$ cat src/rtl/f_fetch_pkg.sv
// Shared types and defaults for the F-stage fetch sequencer.
package f_fetch_pkg;

    localparam logic [31:0] RESET_PC_DEFAULT = 32'h0000_3000;
    localparam int          IM_WORDS_DEFAULT = 4096;
    localparam logic [31:0] NOP              = 32'h0000_0000;

    // RUN: normal sequential fetch. SLOT: one delay-slot fetch owed at the old PC.
    typedef enum logic {
        RUN  = 1'b0,
        SLOT = 1'b1
    } fetch_state_t;

    typedef struct packed {
        logic [31:0] pc;
        logic [31:0] instr;
    } q_entry_t;

    // Branch targets are word addresses; stray low bits are dropped.
    function automatic logic [31:0] word_align(input logic [31:0] addr);
        return addr & ~32'h0000_0003;
    endfunction

endpackage

$ cat src/rtl/f_fetch_queue.sv
// Small FIFO of fetched {pc, instr} entries between the IM ROM and D.
// Pointers carry one extra wrap bit so full and empty are distinguishable.
module f_fetch_queue
    import f_fetch_pkg::*;
#(
    parameter int DEPTH = 4
) (
    input  logic                     CLK,
    input  logic                     RESET_N,
    input  logic                     push,
    input  q_entry_t                 push_data,
    input  logic                     pop,
    input  logic                     flush,
    input  logic                     keep_head,
    output q_entry_t                 head,
    output logic [$clog2(DEPTH):0]   count
);

    localparam int PW = $clog2(DEPTH);

    logic [PW:0] rd_ptr;
    logic [PW:0] wr_ptr;
    logic [PW:0] rd_next;
    logic [PW:0] wr_base;
    q_entry_t    mem [DEPTH];

    // Pointer targets for this cycle; a flush keeps at most the oldest surviving entry.
    always_comb begin
        // NOTE: every always_comb output is given a default first, so no path leaves it
        // unassigned and no latch is inferred.
        rd_next = rd_ptr + {{PW{1'b0}}, pop};
        wr_base = wr_ptr;
        if (flush) begin
            wr_base = keep_head ? rd_next + (PW+1)'(1) : rd_next;
        end
    end

    // Pointer registers; any push lands after the (possibly flushed) tail.
    always_ff @(posedge CLK or negedge RESET_N) begin
        // NOTE: sequential state uses non-blocking assignments so every flop samples
        // the pre-edge values, independent of block ordering.
        if (!RESET_N) begin
            rd_ptr <= '0;
            wr_ptr <= '0;
        end else begin
            rd_ptr <= rd_next;
            wr_ptr <= wr_base + {{PW{1'b0}}, push};
        end
    end

    // Entry storage written at the tail.
    always_ff @(posedge CLK) begin
        // NOTE: the storage array has no reset; an entry is only observed once count
        // says it holds data, so clearing it would buy nothing.
        if (push) begin
            mem[wr_base[PW-1:0]] <= push_data;
        end
    end

    assign head  = mem[rd_ptr[PW-1:0]];
    assign count = wr_ptr - rd_ptr;

endmodule

$ cat src/rtl/f_fetch_sequencer.sv
// F-stage PC owner: issues synchronous-read IM fetches, queues the returned words and
// hands them to D with valid/ready, handling D redirects and the MIPS delay slot.
module f_fetch_sequencer
    import f_fetch_pkg::*;
#(
    parameter logic [31:0] RESET_PC   = RESET_PC_DEFAULT,
    parameter int          IM_WORDS   = IM_WORDS_DEFAULT,
    parameter int          QDEPTH     = 4,
    parameter bit          DELAY_SLOT = 1'b1
) (
    input  logic        CLK,
    input  logic        RESET_N,
    input  logic        REDIRECT,
    input  logic [31:0] REDIRECT_PC,
    input  logic        D_READY,
    output logic        D_VALID,
    output logic [31:0] D_PC,
    output logic [31:0] D_INSTR,
    output logic        IM_EN,
    output logic [11:0] IM_ADDR,
    input  logic [31:0] IM_RDATA
);

    localparam int          CW       = $clog2(QDEPTH) + 1;
    localparam logic [31:0] IM_BYTES = 32'(IM_WORDS) << 2;

    fetch_state_t  state;
    fetch_state_t  state_n;
    logic [31:0]   fetch_pc;
    logic [31:0]   fetch_pc_n;
    logic [31:0]   slot_target;
    logic [31:0]   slot_target_n;
    logic          inflight;
    logic [31:0]   inflight_pc;
    logic          inflight_oor;

    logic [CW-1:0] q_count;
    q_entry_t      q_head;
    q_entry_t      q_push_data;
    logic          q_push;
    logic          q_pop;
    logic          q_flush;
    logic          q_keep;

    logic          issue;
    logic          d_valid;
    logic          in_range;
    logic [31:0]   fetch_off;
    logic [31:0]   target;
    logic [CW:0]   occupancy;
    logic [CW-1:0] remaining;

    assign d_valid   = (q_count != '0);
    assign q_pop     = d_valid & D_READY;
    assign fetch_off = fetch_pc - RESET_PC;
    // Unsigned offset: PCs below the ROM base wrap high and count as out of range.
    assign in_range  = (fetch_off < IM_BYTES);
    assign target    = word_align(REDIRECT_PC);
    // Slots already claimed: queued + returning now, minus the one D takes this cycle.
    assign occupancy = {1'b0, q_count} + {{CW{1'b0}}, inflight} - {{CW{1'b0}}, q_pop};
    assign remaining = q_count - {{(CW-1){1'b0}}, q_pop};
    // Out-of-range fetches never touched the ROM, so they return a nop.
    assign q_push_data = {inflight_pc, (inflight_oor ? NOP : IM_RDATA)};

    // Next-state, issue and queue-control decisions for the current cycle.
    always_comb begin
        state_n       = state;
        fetch_pc_n    = fetch_pc;
        slot_target_n = slot_target;
        issue         = 1'b0;
        q_push        = 1'b0;
        q_flush       = 1'b0;
        q_keep        = 1'b0;
        case (state)
            RUN: begin
                if (REDIRECT) begin
                    // Hold issue: fetch_pc is past the delay slot or about to be replaced.
                    if (!DELAY_SLOT) begin
                        q_flush    = 1'b1;
                        fetch_pc_n = target;
                    end else if (remaining != '0) begin
                        // Oldest surviving queue entry is the delay slot; returning fetch dies.
                        q_flush    = 1'b1;
                        q_keep     = 1'b1;
                        fetch_pc_n = target;
                    end else if (inflight) begin
                        // Queue drains this cycle; the returning word is the delay slot.
                        q_push     = 1'b1;
                        fetch_pc_n = target;
                    end else begin
                        // Delay slot not fetched yet: fetch it next cycle, then jump.
                        state_n       = SLOT;
                        slot_target_n = target;
                    end
                end else begin
                    // RESET_N gate keeps IM_EN low while the block is held in reset.
                    issue  = RESET_N && (occupancy < (CW+1)'(QDEPTH));
                    q_push = inflight;
                    if (issue) begin
                        fetch_pc_n = fetch_pc + 32'd4;
                    end
                end
            end
            SLOT: begin
                // Queue is empty with nothing in flight here, so the forced issue has room.
                issue      = 1'b1;
                q_push     = inflight;
                fetch_pc_n = REDIRECT ? target : slot_target;
                state_n    = RUN;
            end
            default: begin
                state_n = RUN;
            end
        endcase
    end

    // Fetch state: PC, pending-slot target and the one-deep in-flight tracker.
    always_ff @(posedge CLK or negedge RESET_N) begin
        if (!RESET_N) begin
            state        <= RUN;
            fetch_pc     <= RESET_PC;
            slot_target  <= RESET_PC;
            inflight     <= 1'b0;
            inflight_pc  <= '0;
            inflight_oor <= 1'b0;
        end else begin
            state        <= state_n;
            fetch_pc     <= fetch_pc_n;
            slot_target  <= slot_target_n;
            inflight     <= issue;
            inflight_pc  <= fetch_pc;
            inflight_oor <= ~in_range;
        end
    end

    f_fetch_queue #(
        .DEPTH(QDEPTH)
    ) u_queue (
        .CLK       (CLK),
        .RESET_N   (RESET_N),
        .push      (q_push),
        .push_data (q_push_data),
        .pop       (q_pop),
        .flush     (q_flush),
        .keep_head (q_keep),
        .head      (q_head),
        .count     (q_count)
    );

    assign IM_EN   = issue & in_range;
    assign IM_ADDR = fetch_off[13:2];
    assign D_VALID = d_valid;
    assign D_PC    = d_valid ? q_head.pc    : '0;
    assign D_INSTR = d_valid ? q_head.instr : '0;

endmodule

$ cat config.mk
export PLATFORM = sky130hd
export DESIGN_NAME = f_fetch_sequencer
export DESIGN_NICKNAME = d
export VERILOG_FILES = /design/src/rtl/f_fetch_pkg.sv /design/src/rtl/f_fetch_queue.sv /design/src/rtl/f_fetch_sequencer.sv
export SDC_FILE = /design/constraint.sdc
export NUM_CORES = 1
export LEC_CHECK = 0
export CORE_MARGIN = 2
export CORE_UTILIZATION = 55
export DETAILED_ROUTE_END_ITERATION = 10
export PLACE_DENSITY = 0.79
export REMOVE_ABC_BUFFERS = 1
export SLEW_MARGIN = 40
export SYNTH_ARGS = -nofsm -noshare
export SYNTH_HDL_FRONTEND = slang
export SYNTH_SLANG_ARGS = --single-unit
$ cat constraint.sdc
create_clock -name CLK -period 16.91 [get_ports CLK]
set_clock_uncertainty 0.05 [all_clocks]
set_input_delay 3.382 -clock CLK [delete_from_list [all_inputs] [get_ports CLK]]
set_output_delay 3.382 -clock CLK [all_outputs]
set_load 0.02 [all_outputs]
==> results of run 1 <==
-- layout by cell type, fill, tap and decap left out, types with 7 or more instances in the layout --
cell,Yosys,routed
nor2b_1,33,33
mux4_2,62,62
clkinv_2,1,7
nor3_1,12,8
nor4_1,9,9
xnor2_1,7,7
nand2_1,128,128
inv_1,11,11
ha_1,9,9
clkdlybuf4s50_1,0,140
a21oi_1,28,28
a22oi_1,8,8
o22ai_1,7,7
nand3_1,13,12
nor3_2,3,7
dfrtp_1,95,93
o21ai_0,37,37
buf_4,12,9
clkbuf_16,0,37
edfxtp_1,248,248
clkbuf_1,34,10
and2_1,66,66
nor2_1,31,30
-- power by group through the flow --
stage | logic (uW) | registers, uW | clock network (uW)
4_1_cts | 1480 | 1270 | 794
6_report | 1460 | 1270 | 778
2_1_floorplan | 874 | 1270 | 0
3_5_place_dp | 1470 | 1290 | 0
3_3_place_gp | 1410 | 1300 | 0
5_1_grt | 1580 | 1300 | 828
-- per-stage QoR --
stage / setup WS [ns] / area (sq um) / power [uW] / utilization (%) / cells
floorplan: 7.31 / 14200 / 2150 / - / 902
global placement: 7.26 / 16100 / 2710 / 62.0 / 1390
detailed placement: 7.25 / 16200 / 2750 / 62.3 / 1392
CTS: 7.22 / 17400 / 3540 / 66.8 / 1456
global route: 7.06 / 17400 / 3700 / 66.8 / 1456
finish: 7.21 / 17400 / 3510 / 66.8 / 1456
-- layout make-up --
cell class	instances	share of cell area, %
Sequential cell	347	57.3
Multi-Input combinational cell	542	24.3
Timing Repair Buffer	155	8.96
Clock buffer	49	5.71
Tap cell	335	2.42
Clock inverter	15	1.05
Inverter	13	0.288
-- cell usage after synthesis (2+ instances only) --
cell and number:
a211oi_1 2, a21oi_1 28, a221oi_1 4, a22o_1 3, a22oi_1 8, a31oi_1 6, a41oi_1 4, and2_1 66
and3_1 6, and4_1 2, buf_1 8, buf_2 6, buf_4 12, buf_6 4, clkbuf_1 34, dfrtp_1 95
dfstp_2 4, edfxtp_1 248, ha_1 9, inv_1 11, mux2i_1 3, mux4_2 62, nand2_1 128, nand3_1 13
nand4_1 6, nor2_1 31, nor2b_1 33, nor3_1 12, nor3_2 3, nor4_1 9, o2111ai_1 3, o211ai_1 5
o21a_1 2, o21ai_0 37, o21ai_1 4, o221a_1 2, o22ai_1 7, o31ai_1 2, xnor2_1 7, xor2_1 3
-- per-layer routing --
| metal | vias up | track usage (%) | part of all wire [%] |
|---|---|---|---|
| li1 | 3893 | - | - |
| met1 | 4240 | 29.4 | 43 |
| met2 | 315 | 36.3 | 50 |
| met3 | 49 | 3.36 | 5.7 |
| met4 | 0 | 5.92 | 1.9 |
| met5 | - | 0 | 0 |
-- sequential cells by signal (all words and copies together), names as in the netlist --
register and flops:
u_queue.rd_ptr 3, slot_target 30, u_queue.mem 248, inflight 1
inflight_oor 1, state 1, u_queue.wr_ptr 3, fetch_pc 30
inflight_pc 30
-- worst max-delay path by stage --
stage | start | to | slack (ns) | cells past startpoint
floorplan | u_queue.rd_ptr[0]$_DFF_PN0_ | IM_EN | 7.31 | 12
global placement | D_READY | IM_EN | 7.26 | 9
detailed placement | D_READY | IM_EN | 7.25 | 9
CTS | D_READY | IM_EN | 7.22 | 9
global route | D_READY | IM_EN | 7.06 | 9
finish | D_READY | IM_EN | 7.21 | 9
-- worst max-delay path, cell delays in order --
cell	delay [ns]
clkdlybuf4s50_1	0.60
nand3_1	0.13
ha_1	0.33
a21oi_1	0.07
a2111oi_1	0.37
a41o_2	0.35
nand2_1	0.12
a21oi_1	0.27
clkdlybuf4s50_1	0.66
-- kinds of logic after synthesis --
kind of cell | synth area share [%]
flops | 68.5
simple gates | 11.0
compound gates | 6.26
buf+inv | 2.57
fa+ha+maj | 0.915
xor+xnor | 0.777
mux | 9.92
other cells | 0.0259
==> reports/summary.md, run 1 <==
- 2 — Worst Hold Depth
- 0.801 ns — Worst Tran Pin Value
- 12.27 ns — worst setup slack for register-to-register paths
- 0.413 ns — final worst hold slack
- 14,500 sq um — Mapped Area
- 46.1% — worst max-slew margin expressed relative to the limit
- 68.5% — fraction of the yosys area taken by sequential cells
- clkbuf_16 — clk root buf
- edfxtp_1 — prevailing post-synth register cell
- 5.84 — Vias/cell
- 0 — global route total overflow
- 59 — Row Count
- 347 — number of register bits inferred by synthesis
- done — TritonCTS clock tree
- slot_target[12]$_DFFE_PN1P_ — Min-Delay Startpoint
- 36.2% — proportion of power drawn by flip-flops and latches
- 0 — final hold viol count
- 9.70 ns — final worst path period need
- 26,000 sq um — area inside the core boundary
- 8,497 — detailed-route via count
- 8,889 — vias in the first global route
- 57.4% — final worst-path cycle share
- 965 — synthesized netlist cell count
- 0 — post-cts gate resize count
- edfxtp_1 51%, dfrtp_1 16%, mux4_2 9.6% — Area contributors post-synth
- 6 — Initial DRT Pass Iterations
- 9940 sq um — Sequential cell area
- 67 — pin count of the biggest net entering global routing
- output port — critical path endpoint category
- 0 — final-report setup violation count
- 0 — total DRC errors in the routed layout
- no — setup repair after global routing missed its margin
- 0 — number of max-cap violations
- 1,831 — number of filler instances in the final layout
- 0 — Final ANT Viol Nets
- 20.1 um — routed wire length per instance
- 19.8% — synthesis-to-finish area growth
- 55.8% — effective utilization at floorplan
- 0.902 — GP Congestion
- edfxtp_1 — post-synthesis cell type with the largest combined area
- 166 um — width of the die
- 0 — antenna cell count
- 0 — Max Transition Viols Final
- 0 — postcts setup bufs
- input pin to output port — classification of the worst setup path
- 347 — number of clock sinks seen by CTS
- 103 MHz — maximum clock frequency
- fetch_pc[20]$_DFFE_PN0P_ — Crit Reg-Reg Endpoint
- 0 — antenna violations before repair
- 51.4% — Yosys top cell area share
- 0 ns — Setup Total Neg Slack
- 0 — CTS hold repair buffers
- 41.6% — portion of total power attributed to combinational logic
- 14.1% — share of post-route cells with drive strength above 1
- 2270 uW — Internal Dissipation
- 166 um — die outline height
- 29,300 um — Final Routed Wirelength
- 35.4% — switching share of power
- 28.5% — ys async rst share
- 1,173 — number of nets in the finished design
- 248 — count of flip-flops with a built-in enable after synthesis
- 0.00615 uW — LEAKAGE
- 13.48 ns — required time of the worst setup path
- 152 uV — IR drop worst, VDD
- 141 — # port buffers
- 17,300 um — DP HPWL
- 202 nW/um^2 — P per Cell Area
- slot_target[12]$_DFFE_PN1P_ — Min-Delay Endpoint
- 36 — number of buffers created by CTS
- 47,300 um — global-route wire length before repair
- 27,700 sq um — full die area
- 73 — count of unique library cells instantiated by Yosys
- 0.51 ns — Clk Latency, worst-skew pair
- 0 — number of warnings printed during yosys synthesis
- 0.06 ns — Clock Pin Slew Worst Setup and Hold Paths
- 6.27 ns — Worst Path Arrival
- input pin — Worst Setup Start Kind
- 739 — DRC violation total after the first TritonRoute iteration
- 1240 uW — P_sw
- 12 — Crit Path Max Fanout
- 3 — maximum number of buffers from clock root to sink
- 21.4% — aggregate global-route resource usage
- 2 — H-tree depth
- flip-flop to flip-flop — min-delay worst type
- finished clean — outcome
- 22.2% — power share of the clock group
- 14 — depth of the most critical reg-to-reg path
- u_queue.rd_ptr[0]$_DFF_PN0_ — beginning of the worst register-to-register path
- 15.0 sq um — mean instance size in the synthesized netlist
- 146 — number of top-level pins
- 4220 sq um — footprint of the multi-input gates
No activity file was read; power rests on OpenSTA's default activity.
==> inputs of run 2 (changes only) <==
CORE_UTILIZATION = 51   (was 55)
PLACE_DENSITY = 0.78   (was 0.79)
clock period = 8.8 ns   (was 16.91 ns; I/O delays follow)
==> run 2 against run 1 <==
  * Worst hold slack lost 0.0014 ns
  * Combinational power up 95%
  * Register-to-register slack worse by 7.9 ns
  * Core utilization shrank 4.4 points
  * Clock power increased by 94%
  * Sequential cell count did not move
  * Wire length grew 0.75%
  * Total power up 93%
  * Worst setup slack got worse by 5.3 ns
==> reports/summary.md, run 2 (same netlist as run 1, synthesis figures left out) <==
- 6.99 ns — required time of the worst setup path, was 13.48 ns
- 0 — Final ANT Viol Nets, unchanged
- 0.66 ns — largest stage delay on the critical path, about the same
- 19.9% — aggregate global-route resource usage, was 21.4%
- 27,900 sq um — area inside the core boundary, was 26,000 sq um
- 5.74 — Vias/cell, was 5.84
- 145 MHz — maximum clock frequency
- finished clean — outcome, unchanged
- 67 — pin count of the biggest net entering global routing, unchanged
- 2 — H-tree depth, unchanged
- output port — critical path endpoint category, unchanged
- 0 — final-report setup violation count, unchanged
- 146 — number of top-level pins, unchanged
- 0 — postcts setup bufs, unchanged
- 36 — number of buffers created by CTS, unchanged
- 173 um — die outline height, was 166 um
- 29,500 um — Final Routed Wirelength, was 29,300 um
- 61 — Row Count, was 59
- 0 — global route total overflow, unchanged
- 17,000 um — DP HPWL, was 17,300 um
- 0 — number of max-cap violations, unchanged
- flip-flop to output port — classification of the worst setup path, was input pin to output port
- done — TritonCTS clock tree, unchanged
- flip-flop — Worst Setup Start Kind, was input pin
- 8,649 — vias in the first global route, was 8,889
- 0.06 ns — Clock Pin Slew Worst Setup and Hold Paths, about the same
- 0 — antenna cell count, unchanged
- 8,603 — detailed-route via count, was 8,497
- 14.5% — share of post-route cells with drive strength above 1, was 14.1%
- clkbuf_16 — clk root buf, unchanged
- 19.7 um — routed wire length per instance, was 20.1 um
- 0 — antenna violations before repair, unchanged
- 20.0% — synthesis-to-finish area growth, was 19.8%
- 0 — post-cts gate resize count, unchanged
- 6.89 ns — final worst path period need
- 0 ns — Setup Total Neg Slack, unchanged
- 5 — Initial DRT Pass Iterations, was 6
- 0 — total DRC errors in the routed layout, unchanged
- 0 — Max Transition Viols Final, unchanged
- 3 — maximum number of buffers from clock root to sink, unchanged
- clkdlybuf4s50_1 — slowest CP cell, unchanged
- 0.744 ns — Worst Tran Pin Value, was 0.801 ns
- 0.860 — GP Congestion, was 0.902
- 0.00614 uW — LEAKAGE, was 0.00615 uW
- no — setup repair after global routing missed its margin, unchanged
- 52.0% — effective utilization at floorplan, was 55.8%
- 248 — Largest register FFs, unchanged
- edfxtp_1 — most common cell after layout, fill and taps aside, unchanged
- 173 um — width of the die, was 166 um
- 270 uV — IR drop worst, VDD, was 152 uV
- 47,300 um — global-route wire length before repair, about the same
- 0 — final hold viol count, unchanged
- 141 — # port buffers, unchanged
- 16,200 sq um — post-detailed-placement cell area, about the same
- 50.0% — worst max-slew margin expressed relative to the limit, was 46.1%
- 0 — CTS hold repair buffers, unchanged
- 1,985 — number of filler instances in the final layout, was 1,831
- 911 — DRC violation total after the first TritonRoute iteration, was 739
- 29,800 sq um — full die area, was 27,700 sq um
- 0.51 ns — Clk Latency, worst-skew pair, about the same
- 17,400 sq um — Design Area, Final, about the same
- 248 x edfxtp_1, 140 x clkdlybuf4s50_1, 127 x nand2_1, 93 x dfrtp_1, 66 x and2_1 — leading cell types in the layout, fill and taps excluded, was 248 x edfxtp_1, 140 x clkdlybuf4s50_1, 128 x nand2_1, 93 x dfrtp_1, 66 x and2_1
- 5.08 ns — Worst Path Arrival, was 6.27 ns
- 1,172 — number of nets in the finished design, was 1,173
- ha_1 > fa_1 > xor3_2 > clkinv_2 > nand3_2 > buf_4 > nand3_1 > ha_1 > a21oi_1 > a2111oi_1 > a41o_2 > nand2_1 > a21oi_1 > clkdlybuf4s50_1 — Critical Path, Cell by Cell, was clkdlybuf4s50_1 > nand3_1 > ha_1 > a21oi_1 > a2111oi_1 > a41o_2 > nand2_1 > a21oi_1 > clkdlybuf4s50_1
- 347 — number of clock sinks seen by CTS, unchanged
- 66 — Crit Path Max Fanout, was 12
- 389 nW/um^2 — P per Cell Area, was 202 nW/um^2
- flip-flop to flip-flop — min-delay worst type, unchanged
- 78.3% — final worst-path cycle share
[run 2: changes by cell type in the layout (fill, tap and decap cells not counted), moves of 2 or more]
cell and delta:
clkbuf_8 -2, clkinvlp_4 +3, buf_12 -2, clkinv_1 +3, clkinv_2 +2, clkbuf_1 -6
[run 2: report_power, final]
part           internal (uW)  switching [uW]  total, uW
sequential              2120             286       2410
combinational           1320            1530       2850
clock                    901             606       1510
[run 2: final timing paths]
check                      slack [ns]                          end                         from  cells after the start
min in group asynchronous        1.21  slot_target[29]$_DFFE_PN0P_                      RESET_N                      1
max in group asynchronous        6.29  u_queue.rd_ptr[0]$_DFF_PN0_                      RESET_N                      2
setup reg to reg                 4.40     fetch_pc[20]$_DFFE_PN0P_  u_queue.rd_ptr[0]$_DFF_PN0_                     14
hold / removal                   0.41  slot_target[13]$_DFFE_PN1P_  slot_target[13]$_DFFE_PN1P_                      2
setup / recovery                 1.91                        IM_EN  u_queue.rd_ptr[0]$_DFF_PN0_                     14
hold reg to reg                  0.41  slot_target[13]$_DFFE_PN1P_  slot_target[13]$_DFFE_PN1P_                      2
[run 2: layout make-up]
class	count	area (sq um)	area share [%]
Timing Repair Buffer	154	1530	8.77
Clock buffer	40	916	5.27
Clock inverter	24	264	1.52
Sequential cell	347	9930	57.1
Inverter	13	50.0	0.288
Multi-Input combinational cell	542	4220	24.3
Tap cell	378	473	2.72
[run 2: stage by stage]
stage	util (%)	setup WS, ns	total power, uW	hold WS, ns	instances
3_5_place_dp	58.2	2.29	5300	0.401	1434
6_report	62.4	1.91	6760	0.411	1498
3_3_place_gp	58.1	2.36	5220	0.398	1434
2_1_floorplan	-	0.106	4130	0.354	902
4_1_cts	62.4	1.84	6820	0.412	1498
5_1_grt	62.4	1.49	7120	0.428	1498
[run 2: critical path: cells and delay by family (launching register included)]
kind | cells | cell delay [ns]
DFF | 1 | 0.63
buffers and inverters | 3 | 1.25
xor gates and xnor gates | 1 | 0.27
AOI/OAI and AO/OA | 4 | 1.11
and+or+nand+nor | 3 | 0.33
adders and majority gates | 3 | 0.96
[run 2: routing by layer]
metal  track usage [%]  routed length, um
met4              5.48                531
met2              31.9              14300
met3              3.45               1890
met1              28.6              12800
met5                 0                  0
